## config.mk

```make
export PLATFORM = sky130hd
export DESIGN_NAME = register_file
export DESIGN_NICKNAME = d
export VERILOG_FILES = /design/src/rtl/register_file.sv
export SDC_FILE = /design/constraint.sdc
export NUM_CORES = 2
export LEC_CHECK = 0
export ABC_CLOCK_PERIOD_IN_PS = 40200
export BUFFER_PORTS_ARGS = -buffer_cell sky130_fd_sc_hd__buf_4
export CAP_MARGIN = 20
export CORE_MARGIN = 3
export CORE_UTILIZATION = 49
export DETAILED_ROUTE_END_ITERATION = 6
export PLACE_DENSITY = 0.68
export SYNTH_ARGS = -nofsm -noshare
export SYNTH_HDL_FRONTEND = slang
export SYNTH_SLANG_ARGS = --single-unit
```

## constraint.sdc

```tcl
create_clock -name clk -period 40.2 [get_ports clk]
set_input_delay 2.01 -clock clk [delete_from_list [all_inputs] [get_ports clk]]
set_output_delay 2.01 -clock clk [all_outputs]
set_load 0.01 [all_outputs]
```

## src/rtl/register_file.sv

```systemverilog
// 32 x WIDTH MIPS register file: two bypassed combinational read ports, a primary
// write port, a dedicated $31 link port, a raw debug port and a saturating write counter.

module rf_entry #(
    parameter int WIDTH = 32
) (
    input  logic             clk,
    input  logic             reset,
    input  logic             wr_en,
    input  logic [WIDTH-1:0] wr_data,
    output logic [WIDTH-1:0] q
);
    logic [WIDTH-1:0] data_d, data_q;

    always_comb begin
        data_d = data_q;
        if (wr_en) data_d = wr_data;
    end

    always_ff @(posedge clk or posedge reset) begin
        if (reset) data_q <= '0;
        else       data_q <= data_d;
    end

    assign q = data_q;
endmodule

module register_file #(
    parameter int WIDTH     = 32,
    parameter int CNT_WIDTH = 16
) (
    input  logic                 clk,
    input  logic                 reset,
    input  logic [4:0]           readReg1,
    input  logic [4:0]           readReg2,
    input  logic [4:0]           writeReg,
    input  logic [WIDTH-1:0]     writeData,
    input  logic                 regWrite,
    input  logic                 linkWrite,
    input  logic [WIDTH-1:0]     linkData,
    input  logic [4:0]           dbgReg,
    output logic [WIDTH-1:0]     readData1,
    output logic [WIDTH-1:0]     readData2,
    output logic [WIDTH-1:0]     dbgData,
    output logic [CNT_WIDTH-1:0] writeCount
);
    localparam logic [CNT_WIDTH:0] CNT_MAX = {1'b0, {CNT_WIDTH{1'b1}}};

    logic [WIDTH-1:0] regs [32];
    logic             link_en;
    logic             prim_en;
    logic             prim_eff;
    logic [1:0]       n_commit;

    // Enables are masked by reset so the bypass cannot leak data while reset is held.
    assign link_en  = linkWrite & ~reset;
    assign prim_en  = regWrite & ~reset & (writeReg != 5'd0);
    // A primary write aimed at $31 loses to a simultaneous link write.
    assign prim_eff = prim_en & ~(link_en & (writeReg == 5'd31));
    assign n_commit = {1'b0, prim_eff} + {1'b0, link_en};

    assign regs[0] = '0;

    for (genvar i = 1; i < 32; i++) begin : g_reg
        logic             we;
        logic [WIDTH-1:0] wd;
        logic             link_hit;

        assign link_hit = link_en & (i == 31);
        assign we       = link_hit | (prim_eff & (writeReg == 5'(i)));
        assign wd       = link_hit ? linkData : writeData;

        rf_entry #(.WIDTH(WIDTH)) u_entry (
            .clk     (clk),
            .reset   (reset),
            .wr_en   (we),
            .wr_data (wd),
            .q       (regs[i])
        );
    end

    always_comb begin
        readData1 = regs[readReg1];
        if (link_en && readReg1 == 5'd31)               readData1 = linkData;
        else if (prim_eff && readReg1 == writeReg)      readData1 = writeData;
    end

    always_comb begin
        readData2 = regs[readReg2];
        if (link_en && readReg2 == 5'd31)               readData2 = linkData;
        else if (prim_eff && readReg2 == writeReg)      readData2 = writeData;
    end

    assign dbgData = regs[dbgReg];

    logic [CNT_WIDTH-1:0] cnt_d, cnt_q;
    logic [CNT_WIDTH:0]   cnt_sum;

    // One extra bit on the sum lets a +2 from max-1 clamp instead of wrapping.
    always_comb begin
        cnt_sum = {1'b0, cnt_q} + {{(CNT_WIDTH-1){1'b0}}, n_commit};
        cnt_d   = cnt_sum[CNT_WIDTH-1:0];
        if (cnt_sum > CNT_MAX) cnt_d = CNT_MAX[CNT_WIDTH-1:0];
    end

    always_ff @(posedge clk or posedge reset) begin
        if (reset) cnt_q <= '0;
        else       cnt_q <= cnt_d;
    end

    assign writeCount = cnt_q;
endmodule

```

==> reports/results.ini <==
[outcome]
status = finished, final reports clean

[cts]
cts_setup_buffers = 0
clk_pin_slew_worst_paths_ns = 0.05
cts_hold_buf = 0
cts.sinks = 1008
htreeDepth = 3
post_cts_resized = 0
clk-insertion-delay-late_ns = 0.72
clock-root-buffer = clkbuf_16
cts_tree = done
numCtsBuffers = 111
clk_path_buf_depth = 3

[finish]
drive_gt1_frac = 0.549
synthToLayoutAreaGrowth_pct = 10.3
final_nets = 4306

[placed_design]
gp_congestion = 0.878
hpwl_um = 131000
port_buffers = 199
post-place-ws_ns = 31.84

[logic_synthesis]
synth_edf_count = 0
synthArstFlopShare = 1.00
synth_common_cells = mux2_2 (1089), dfrtp_1 (1008), mux4_2 (742)
synth_top_cell_by_area = dfrtp_1
synth.distinct_cells = 54
synth_warnings = 0
ys_ff_latch = 1008
synth-main-ff-cell = dfrtp_1
avgSynthCellArea_um2 = 14.5
seq_area_frac_synth = 0.407
synthTopCellsByArea = dfrtp_1 (41%), mux4_2 (27%), mux2_2 (20%)
syn-cell-area_um2 = 62100
yosysMostFrequentCell = mux2_2
synth_fp_nets = 4380
synth.top_cell.area_share = 0.407
syn_inst = 4290

[sta]
finalSetupTns_ns = 0
finalSetupViolCount = 0
rsz0062_at_grt = false
holdWs_ns = 0.529
finalCritPeriodShare = 0.214
fin_crit_ns = 8.61
fmax_mhz = 116
tightest_slew_ns = 1.22
drv_slew = 0
hold_violations = 0
relSlewSlack = 0.187
setup_ws_ns = 31.59
skew_ns = 0.0118

[die]
die_h_um = 362
die_area_um2 = 131000
core_um2 = 125000
ios = 200
initial_utilization = 0.497
num_rows = 129
die_x_um = 362

[global_route]
grt_usage = 0.354
gr-total-overflow = 0
antenna_found_initial = 9
grt_max_degree = 122
first_global_vias = 45054
grt_pass1_wl_um = 334000

[worst_setup_path]
cp_cell_sequence = clkbuf_8 -> buf_4 -> nor2b_4 -> buf_4 -> a221oi_1 -> o31ai_1 -> nor3_1 -> nor3_1 -> buf_4
cp_slowest_stage_delay_ns = 0.94
timing.critical_path.mode_cell = buf_4
cp_data_arrival_time_ns = 6.60
worst_path_max_delay_cell = nor3_1
critPathTopFamily = buffers and inverters
critPathCaptureType = output port
worst-path-buf-inv = 4
crit_fanout = 75
crit_path_start_kind = primary input
worstSetupPathType = in -> out
cp.required_ns = 38.19

[routing]
antenna_left = 0
vias = 45010
post_drt_wl_per_cell_um = 38.9
totalWireLength_um = 232000
drtIter0Drc = 5983
drc = 0
first_pass_iters = 6
vias_per_cell = 7.57

[job]
cap_violations = 0

[power]
vdd_drop_max_mv = 0.0371
p_per_area_nw_per_um2 = 44.1
p_leak_nw = 29.4

[worst_hold_path]
min_path_type = reg -> reg

==> worst register-to-register path, stage by stage, from the launching register on <==
cell and delay [ns]:
dfrtp_1 0.40, fa_1 0.50, ha_1 0.28, and3_1 0.20, nor2b_1 0.17, nand4_1 0.39, o21ai_0 0.19
==> cells by family (layout without fill, tap and decap cells) <==
kind of cell               count (synthesis)  after routing  synth area share
and+or+nand+nor                          476            476            0.0366
other                                      0              7                 0
xor gates and xnor gates                  20             20           0.00282
AOI/OAI and AO/OA                        450            450            0.0501
buffers and inverters                    494            509            0.0350
DFF                                     1008           1008             0.407
muxes                                   1840           1840             0.468
adders and majority gates                  2              2          0.000524
==> stage by stage <==
| stage | utilization | total power, mW | std cells | area [um2] |
|---|---|---|---|---|
| after floorplan | - | 1.73 | 4290 | 62100 |
| after global placement | 0.518 | 1.92 | 5737 | 64600 |
| after detailed placement | 0.518 | 1.94 | 5737 | 64600 |
| after CTS | 0.548 | 3.01 | 5939 | 68400 |
| after global routing | 0.548 | 3.12 | 5943 | 68400 |
| final | 0.548 | 3.02 | 5949 | 68400 |
==> layout make-up <==
class / count / area [um2]
multi-input combinational: 2788 / 34900
sequential: 1008 / 25200
tap: 1637 / 2050
clock buffer: 156 / 3150
inverter: 5 / 26.3
fill: 10033 / 56300
antenna: 7 / 17.5
clock inverter: 46 / 632
timing repair buffer: 302 / 2400
==> routing by layer <==
| layer | up-vias | track usage | part of all wire | wire (um) |
|---|---|---|---|---|
| li1 | 16983 | - | - | - |
| met4 | 6 | 0.188 | 0.064 | 14900 |
| met3 | 761 | 0.137 | 0.15 | 33900 |
| met1 | 23758 | 0.479 | 0.37 | 84700 |
| met5 | - | 0.00436 | 0.00044 | 101 |
| met2 | 3502 | 0.495 | 0.42 | 98000 |
==> flip-flops by register name (all words and copies together), names as in the netlist <==
register and flops:
g.u_entry.q 992, writeCount 16
==> power breakdown <==
group | internal, mW | switching (mW) | total [mW]
registers | 1.15 | 0.137 | 1.29
logic | 0.366 | 0.282 | 0.648
clock network | 0.634 | 0.450 | 1.08
total | 2.15 | 0.869 | 3.02
==> cell usage in the layout (no fill, tap or decap), types with 29 or more instances in the layout <==
cell / n
a21oi_1: 41
a221oi_1: 56
a22o_1: 34
a22oi_1: 52
a31oi_1: 38
buf_4: 287
clkbuf_16: 113
dfrtp_1: 1008
mux2_2: 1089
mux4_2: 742
nand2_1: 122
nor2_1: 113
nor3_1: 54
nor4_1: 29
o21ai_0: 39
o22ai_1: 139
==> final timing paths <==
check,start,to,slack [ns],cells past startpoint
worst max-delay path,readReg2[1],readData2[3],31.59,9
worst min-delay path,writeCount[12]$_DFF_PP0_,writeCount[12]$_DFF_PP0_,0.53,1
worst max register to register,writeCount[0]$_DFF_PP0_,writeCount[5]$_DFF_PP0_,37.92,6
worst min register to register,writeCount[12]$_DFF_PP0_,writeCount[12]$_DFF_PP0_,0.53,1
max in group asynchronous,reset,g_reg[27].u_entry.q[25]$_DFFE_PP0P_,35.57,5
min in group asynchronous,reset,g_reg[23].u_entry.q[1]$_DFFE_PP0P_,1.43,2
No activity file was read; power rests on OpenSTA's default activity.
